===== src/rtl/chunked_seq_adder_if.sv =====
// Operand/result bundle for chunked_seq_adder; the ovf member exists only with CHUNK_ADDER_OVF_EN.
interface chunked_seq_adder_if #(
   parameter int WIDTH = 16
);
   logic             start;
   logic             sub;
   logic [WIDTH-1:0] a;
   logic [WIDTH-1:0] b;
   logic             cin;
   logic             busy;
   logic             done;
   logic [WIDTH-1:0] sum;
   logic             cout;
`ifdef CHUNK_ADDER_OVF_EN
   logic             ovf;

   modport master (output start, sub, a, b, cin, input busy, done, sum, cout, ovf);
   modport slave  (input start, sub, a, b, cin, output busy, done, sum, cout, ovf);
`else
   modport master (output start, sub, a, b, cin, input busy, done, sum, cout);
   modport slave  (input start, sub, a, b, cin, output busy, done, sum, cout);
`endif
endinterface


===== src/rtl/chunked_seq_adder.sv =====
// Multi-cycle add/sub reusing one CHUNK-bit slice, LSB chunk first (ovf output with CHUNK_ADDER_OVF_EN).
// Latency: done pulses in the cycle after edge WIDTH/CHUNK; start is ignored while busy (no queuing).
module chunked_seq_adder #(
   parameter int WIDTH = 16,
   parameter int CHUNK = 4
) (
   input logic              clk,
   input logic              rst,
   chunked_seq_adder_if.slave io
);
   localparam int N  = WIDTH / CHUNK;
   localparam int IW = (N > 1) ? $clog2(N) : 1;

   typedef enum logic {IDLE, RUN} state_t;

   state_t           state;
   logic [WIDTH-1:0] op_a;
   logic [WIDTH-1:0] op_b;
   logic [WIDTH-1:0] partial;
   logic             carry;
   logic [IW-1:0]    idx;
   logic             busy_q;
   logic             done_q;
   logic [WIDTH-1:0] sum_q;
   logic             cout_q;

   logic [CHUNK-1:0] a_chunk;
   logic [CHUNK-1:0] b_chunk;
   logic [CHUNK-1:0] s_chunk;
   logic             c_chunk;
   logic [WIDTH-1:0] merged;

   always_comb begin
      a_chunk              = op_a[idx*CHUNK +: CHUNK];
      b_chunk              = op_b[idx*CHUNK +: CHUNK];
      {c_chunk, s_chunk}   = {1'b0, a_chunk} + {1'b0, b_chunk} + {{CHUNK{1'b0}}, carry};
      merged               = partial;
      merged[idx*CHUNK +: CHUNK] = s_chunk;
   end

`ifdef CHUNK_ADDER_OVF_EN
   logic ovf_q;
   // Carry into the MSB is recovered as a ^ b ^ s at that bit, so this holds for any CHUNK.
   always_ff @(posedge clk) begin
      if (rst) begin
         ovf_q <= 1'b0;
      end else if (state == RUN && idx == IW'(N - 1)) begin
         ovf_q <= a_chunk[CHUNK-1] ^ b_chunk[CHUNK-1] ^ s_chunk[CHUNK-1] ^ c_chunk;
      end
   end
   assign io.ovf = ovf_q;
`endif

   always_ff @(posedge clk) begin
      if (rst) begin
         state   <= IDLE;
         op_a    <= '0;
         op_b    <= '0;
         partial <= '0;
         carry   <= 1'b0;
         idx     <= '0;
         busy_q  <= 1'b0;
         done_q  <= 1'b0;
         sum_q   <= '0;
         cout_q  <= 1'b0;
      end else begin
         done_q <= 1'b0;
         case (state)
            IDLE: begin
               if (io.start) begin
                  op_a   <= io.a;
                  // Subtraction is a + ~b + 1; borrow-in inverts the injected carry.
                  op_b   <= io.sub ? ~io.b : io.b;
                  carry  <= io.sub ^ io.cin;
                  idx    <= '0;
                  busy_q <= 1'b1;
                  state  <= RUN;
               end
            end
            RUN: begin
               partial[idx*CHUNK +: CHUNK] <= s_chunk;
               carry <= c_chunk;
               idx   <= idx + 1'b1;
               if (idx == IW'(N - 1)) begin
                  sum_q  <= merged;
                  cout_q <= c_chunk;
                  done_q <= 1'b1;
                  busy_q <= 1'b0;
                  idx    <= '0;
                  state  <= IDLE;
               end
            end
            default: state <= IDLE;
         endcase
      end
   end

   assign io.busy = busy_q;
   assign io.done = done_q;
   assign io.sum  = sum_q;
   assign io.cout = cout_q;
endmodule

===== src/flat_wrapper.sv =====
// flat-port wrapper written by rule: the top's interface ports become plain ports
module chunked_seq_adder_flat 
#(
   parameter int WIDTH = 16,
   parameter int CHUNK = 4
)
  (clk, rst, io_start, io_sub, io_a, io_b, io_cin, io_busy, io_done, io_sum, io_cout);
  chunked_seq_adder_if #(.WIDTH(WIDTH)) io_i ();
  input logic clk;
  input logic rst;
  input wire logic [$bits(io_i.start)-1:0] io_start;
  input wire logic [$bits(io_i.sub)-1:0] io_sub;
  input wire logic [$bits(io_i.a)-1:0] io_a;
  input wire logic [$bits(io_i.b)-1:0] io_b;
  input wire logic [$bits(io_i.cin)-1:0] io_cin;
  output wire logic [$bits(io_i.busy)-1:0] io_busy;
  output wire logic [$bits(io_i.done)-1:0] io_done;
  output wire logic [$bits(io_i.sum)-1:0] io_sum;
  output wire logic [$bits(io_i.cout)-1:0] io_cout;
  assign io_i.start = io_start;
  assign io_i.sub = io_sub;
  assign io_i.a = io_a;
  assign io_i.b = io_b;
  assign io_i.cin = io_cin;
  assign io_busy = io_i.busy;
  assign io_done = io_i.done;
  assign io_sum = io_i.sum;
  assign io_cout = io_i.cout;
  chunked_seq_adder #(.WIDTH(WIDTH), .CHUNK(CHUNK)) u_core (.clk(clk), .rst(rst), .io(io_i));
endmodule

===== config.mk =====
export PLATFORM = sky130hd
export DESIGN_NAME = chunked_seq_adder_flat
export DESIGN_NICKNAME = d
export VERILOG_FILES = /design/src/rtl/chunked_seq_adder_if.sv /design/src/rtl/chunked_seq_adder.sv /design/src/flat_wrapper.sv
export SDC_FILE = /design/constraint.sdc
export NUM_CORES = 1
export LEC_CHECK = 0
export BUFFER_PORTS_ARGS = -buffer_cell sky130_fd_sc_hd__buf_2
export CAP_MARGIN = 20
export CORE_MARGIN = 5
export CORE_UTILIZATION = 56
export DETAILED_ROUTE_END_ITERATION = 6
export PLACE_DENSITY = 0.8
export SETUP_SLACK_MARGIN = 0.15
export SLEW_MARGIN = 15
export SYNTH_ARGS = -nofsm -noshare
export SYNTH_HDL_FRONTEND = slang
export SYNTH_SLANG_ARGS = --single-unit

===== constraint.sdc =====
create_clock -name clk -period 5.53 [get_ports clk]
set_clock_uncertainty 0.2 [all_clocks]
set_input_delay 0.2765 -clock clk [delete_from_list [all_inputs] [get_ports clk]]
set_output_delay 0.2765 -clock clk [all_outputs]
set_load 0.1 [all_outputs]

==> results of run 1 <==
-- registers in the layout, indices dropped and copies added (netlist names) --
signal          count
u_core.op_a        16
u_core.io.done      1
u_core.io.busy      1
u_core.carry        1
u_core.partial     16
u_core.idx          2
u_core.io.cout      1
u_core.state        1
u_core.op_b        16
u_core.io.sum      16
-- Yosys cell counts --
master    number
mux4_2         8
nand4_1        4
a21oi_2        1
a22oi_1       17
o21ai_1       13
a21oi_1       24
a32oi_1        8
nor2_1        33
buf_6          1
inv_2          1
nand2_1       55
a22o_1         6
or2_2          2
xnor2_1       18
buf_2         11
a211o_1        1
a21o_1         2
nor4b_4        2
and2_1         1
o21ai_0        1
nor3_1         2
nand2_2        1
nor4_4         1
nor2b_1        2
nand3_1        1
a211oi_1      17
fa_1           2
nor3_2         1
nand2b_1       1
dfxtp_1       71
buf_1          1
buf_4          1
o21a_1         2
inv_1         11
clkbuf_1       9
ha_1           9
-- metal layers --
layer | track usage (%) | share of wire [%] | wire (um)
met5 | 0 | 0 | 0
met4 | 8.20 | 1.6 | 116
met3 | 6.12 | 6.4 | 454
met2 | 34.3 | 50 | 3540
met1 | 24.8 | 42 | 2950
-- worst min-delay path: stages --
cell      delay [ps]
buf_2             80
xnor2_1          100
a211oi_1          60
-- through the flow --
step	std cells	hold slack, ps	power [mW]	worst slack, ps
3_5_place_dp	445	240	0.711	2370
3_3_place_gp	445	234	0.705	2440
2_1_floorplan	341	187	0.672	2850
4_1_cts	476	12.2	1.06	2330
6_report	476	21.3	1.06	2340
5_1_grt	476	18.6	1.11	2090
-- power by group through the flow --
stage | Clock [mW] | Combinational [mW] | Sequential, mW
after floorplan | 0 | 0.116 | 0.556
after global placement | 0 | 0.144 | 0.561
after detailed placement | 0 | 0.149 | 0.563
after CTS | 0.352 | 0.158 | 0.551
after global routing | 0.377 | 0.176 | 0.554
final | 0.347 | 0.158 | 0.551
-- final cells by class --
cell class	instances	area (um2)
fill	458	1750
multi-input combinational	235	1610
sequential	71	1420
timing repair buffer	71	435
clock buffer	14	153
tap	72	90.1
inverter	12	45.0
clock inverter	1	5.00
-- how the worst max path moves through the flow --
stage                  startpoint                  to  depth (start not counted)
finish              u_core.idx[0]   u_core.partial[6]                          8
global route        u_core.idx[0]  u_core.partial[10]                          8
CTS                 u_core.idx[0]   u_core.partial[1]                          7
detailed placement  u_core.idx[0]   u_core.partial[6]                          8
global placement    u_core.idx[0]   u_core.partial[5]                          7
floorplan           u_core.idx[0]   u_core.partial[5]                          8
-- logic make-up (layout without fill, tap and decap cells) --
group | after synthesis | in the layout | share of synthesized area, %
mux | 8 | 8 | 5.67
fa+ha+maj | 11 | 11 | 4.81
flops | 71 | 71 | 44.7
buf+inv | 35 | 98 | 4.92
simple gates | 106 | 106 | 15.5
xor+xnor | 18 | 18 | 4.96
compound gates | 92 | 92 | 19.4
==> impl_metrics.toml, run 1 <==
[floorplan]
start_util_pct = 57.7
core_um2 = 5510
row_count = 27
ios = 56
fp.dieW_um = 85.3
dieArea_um2 = 7280
fp.dieH_um = 85.3

[setup_path]
reg2reg_from = "u_core.idx[0]"
crit_path_start_kind = "register"
cpPeakStageDelay_ps = 850
rr_worst_depth = 8
cp_cell_sequence = "mux4_2 -> fa_1 -> inv_1 -> fa_1 -> xnor2_1 -> and2_1 -> a22oi_1 -> nor2_1"
required_ps = 5520
path_max_fanout = 15
crit_top_cell = "fa_1"
criticalPathCategory = "reg2reg"
r2r-end = "u_core.partial[6]"
slowest_stage = "dfxtp_1"
crit_family = "flip-flops"
cp.arrival_ps = 3190
cp-end-kind = "register"
reg2reg_setup_slack_ps = 2340
path_buf_inv = 1

[timing]
final.setup.tns_ps = 0
finalMaxSlewViolations = 0
fin_crit_ps = 3190
max_freq_mhz = 313
tightest_slew_ps = 970
finalHoldViolCount = 0
post-route-period-util_pct = 57.8
slew_headroom_pct = 35.2
rsz0062_at_grt = "no"
setup_viol = 0

[worst_hold_path]
worstHoldPathCells = 3
hold_class = "in2reg"
min_to = "u_core.op_b[9]"
min_from = "io_b[9]"

[cells_and_area]
drive_gt1_share_pct = 20.8
area_delta_synth_final_pct = 18.2
fin_util_pct = 68.2
final_cell_area_um2 = 3760
final_common_cell = "dfxtp_1"
final_cell_mix = "71 x dfxtp_1, 55 x nand2_1, 55 x buf_2"
final_nets = 448
n_antenna_cell = 0

[clock_network]
cts_tree = "done"
insertion_delay_ps = 340
post-cts-setup-buffers = 0
clk_path_buf_depth = 2
cts_sinks = 71
clkTransAtPathRegs_ps = 70
post_cts_resize_count = 0
clock-root-buffer = "clkbuf_8"
cts_hold_buffers = 16
htree_num_levels = 3
numCtsBuffers = 9

[power_and_ir_drop]
peakVddDrop_mv = 0.155
power_frac_seq_pct = 52.2
p_leak_nw = 1.49
clock_power_share_pct = 32.8
powerDensity_nw_per_um2 = 281
swShare_pct = 26.7
internal-power_mw = 0.774
p_sw_mw = 0.282
p_comb_share_pct = 15.0

[yosys]
synth_largest_area_cell = "dfxtp_1"
avgSynthCellArea_um2 = 9.32
synth_area_leaders = "dfxtp_1 45%, nand2_1 6.5%, mux4_2 5.7%"
synth_cell_type_count = 36
ys_seq_elements = 71
ys_warn_count = 0
synth_nets = 389
yosysSeqAreaShare_pct = 44.7
synthCells = 341
syn_area_um2 = 3180
synth.top_cell.area_share_pct = 44.7

[global_routing]
first_global_vias = 2599
grt_overflow = 0
antenna_found_initial = 0
grt_max_degree = 54
grt_pass1_wl_um = 12000
grt_use_total_pct = 20.6

[routing]
drc = 0
num_vias = 2651
drtAntennaViolNets = 0
dr.pass1.iters = 4
routed_wl_um = 7050
drt-wirelength-per-cell_um = 14.8
drt-initial-drc-count = 151
viasPerCell = 5.57

[place]
io_buffers = 55
placed_cell_area_um2 = 3440
dpl.hpwl_um = 4780
globalplace.congestion = 0.888

[status]
status = "finished, final reports clean"

[job]
cap_violations = 0
No activity file was read; power rests on OpenSTA's default activity.
==> run 2: changes to the inputs <==
ABC_AREA = 1   (was unset)
CORE_UTILIZATION = 50   (was 56)
PLACE_DENSITY = 0.75   (was 0.8)
clock period = 2.65 ns   (was 5.53 ns; I/O delays follow)
==> run 2 against run 1 <==
Die area is 14% higher; clock power rose by 140%; cell count is 25% higher; hold slack improved by 20 ps; sequential power is 110% higher; sequential cell count unchanged; wire length up 14%; combinational power rose to 3.2 times the previous value; worst setup slack lost 2100 ps; non-clock buffer count rose by 28; synthesized cell count increased by 25%; first-iteration DRC count increased by 51%; highest routed layer unchanged.
==> impl_metrics.toml, run 2 <==
[timing]
finalMaxSlewViolations = 0
setup_viol = 0
layout_setup_ws_ps = 235
final.setup.tns_ps = 0
tightest_slew_ps = 687
post-route-period-util_pct = 91.1
rsz0062_at_grt = "yes"
max_freq_mhz = 414
finalHoldViolCount = 0
slew_headroom_pct = 54.2
fin_crit_ps = 2410
hold_slack_ps = 41.5

[floorplan]
core_um2 = 6390
start_util_pct = 51.6
fp.dieH_um = 91.2
dieArea_um2 = 8310
ios = 56
row_count = 29
fp.dieW_um = 91.2

[setup_path]
reg2reg_from = "u_core.idx[0]"
criticalPathCategory = "reg2reg"
reg2reg_setup_slack_ps = 240
crit_path_start_kind = "register"
r2r-end = "u_core.partial[5]"
cp-end-kind = "register"
cp.arrival_ps = 2500
required_ps = 2740
slowest_stage = "fa_2"
rr_worst_depth = 11
path_max_fanout = 11
cp_cell_sequence = "inv_6 -> o21ai_0 -> o22ai_2 -> fa_2 -> inv_2 -> fa_2 -> nor2_2 -> nand2_2 -> o22ai_2 -> o21ai_0 -> inv_1"
cpPeakStageDelay_ps = 450

[place]
globalplace.congestion = 0.867
place_worst_setup_slack_ps = 92.2
placedCellCount = 540
placed_cell_area_um2 = 3570
io_buffers = 55
dpl.hpwl_um = 5050

[status]
status = "finished, final reports clean"

[cells_and_area]
final_cells = 593
n_antenna_cell = 0
final_cell_mix = "69 x dfxtp_1, 56 x buf_2, 55 x o21ai_0"
drive_gt1_share_pct = 21.3
final_cell_area_um2 = 4230
fin_util_pct = 66.3
area_delta_synth_final_pct = 28.5
final_nets = 559
final_common_cell = "dfxtp_1"

[yosys]
ys_top_cells_by_count = "71 x dfxtp_1, 63 x o21ai_0, 55 x nor2_1"
syn_area_um2 = 3300
synthCells = 425
synth_largest_area_cell = "dfxtp_1"
ys_warn_count = 0
synth_most_common_cell = "dfxtp_1"
synth_cell_type_count = 32
synth_edf_count = 0
yosysSeqAreaShare_pct = 43.1
synth.top_cell.area_share_pct = 43.1
ys.flop_type = "dfxtp_1"
ys_seq_elements = 71
synth_nets = 473
avgSynthCellArea_um2 = 7.75
synth_area_leaders = "dfxtp_1 43%, o21ai_0 9.6%, nor2_1 6.3%"
synthArstFlopShare_pct = 0

[routing]
viasPerCell = 5.20
num_vias = 3081
routed_wl_um = 8020
drc = 0
dr.pass1.iters = 5
drt-initial-drc-count = 228
drtAntennaViolNets = 0
drt-wirelength-per-cell_um = 13.5

[worst_hold_path]
worstHoldPathCells = 2
min_from = "rst"
min_to = "u_core.idx[1]"
hold_class = "in2reg"

[power_and_ir_drop]
p_leak_nw = 1.95
powerDensity_nw_per_um2 = 595
internal-power_mw = 1.81
p_comb_share_pct = 20.2
power_frac_seq_pct = 46.4
swShare_pct = 28.2
clock_power_share_pct = 33.5
peakVddDrop_mv = 0.414
p_total_mw = 2.52
p_sw_mw = 0.711

[global_routing]
grt_use_total_pct = 20.0
grt_overflow = 0
grt_pass1_wl_um = 13700
first_global_vias = 2942
grt_max_degree = 40
antenna_found_initial = 0

[clock_network]
numCtsBuffers = 9
clock-root-buffer = "clkbuf_8"
cts_sinks = 71
cts_tree = "done"
insertion_delay_ps = 340
clk_path_buf_depth = 2
htree_num_levels = 3
clkTransAtPathRegs_ps = 70

[job]
cap_violations = 0
run 2: cell count changes in the layout (fill, tap and decap cells not counted), moves of 6 or more:
cell / change
o21ai_0: +54
nand2_1: -11
mux4_2: -8
o22ai_1: +9
a21oi_1: +10
a22oi_1: -17
nand3_1: +6
nor2_1: +20
a32oi_1: -8
inv_1: +36
o21ai_1: -7
buf_4: +7
dlygate4sd3_1: +18
a211oi_1: -17
run 2: power by group through the flow:
stage               clock network [mW]  registers (mW)  logic (mW)
finish                           0.843            1.17       0.508
global route                     0.903            1.17       0.576
CTS                              0.853            1.17       0.459
detailed placement                   0            1.19       0.414
global placement                     0            1.19       0.405
floorplan                            0            1.19       0.315
run 2: kinds of logic (layout without fill, tap and decap cells):
logic type / count (synthesis) / after routing / share of synthesized area, %
buffers and inverters: 78 / 169 / 10.8
flip-flops: 71 / 71 / 43.1
adder cells (fa/ha/maj): 11 / 11 / 4.63
AND/OR/NAND/NOR: 117 / 117 / 14.8
XOR/XNOR: 16 / 16 / 4.25
AO/OA/AOI/OAI: 132 / 132 / 22.4
run 2: how the worst max path moves through the flow:
stage	from	endpoint	slack [ps]	cells after the start
after global placement	u_core.idx[0]	u_core.partial[13]	170	12
after CTS	u_core.idx[1]	u_core.partial[6]	150	13
after global routing	u_core.idx[0]	u_core.partial[3]	110	13
after floorplan	u_core.idx[0]	u_core.io.sum[13]	160	11
after detailed placement	u_core.idx[0]	u_core.partial[10]	90	14
final	u_core.idx[0]	u_core.partial[5]	240	11
run 2: worst max-delay path: cells and delay by family, from the launching register on:
kind	cells	cell delay [ps]
compound gates	4	560
fa+ha+maj	2	820
buf+inv	3	200
flops	1	380
simple gates	2	190
run 2: cell type report:
class	count	area (um2)
clock inverters	3	42.5
multi-input cells	276	1610
fillers	497	2150
inverters	54	210
clock buffers	13	149
well taps	77	96.3
repair buffers	99	696
flip-flops and latches	71	1430
run 2: what timing repair did:
action                                  CTS  global route
endpoints found under the setup margin   13            23
cloned                                    1             0
gates resized for setup                   4            34
setup buffers                             0             2
hold buffers                             34             0
pin swaps                                 1             7
endpoints found under the hold margin    35             0
run 2: layer usage:
layer	routed length (um)	vias to the layer above	track usage, %
li1	-	1571	-
met1	3590	1399	25.5
met2	3820	91	32.8
met3	386	20	4.46
met4	218	0	8.07
met5	0	-	0
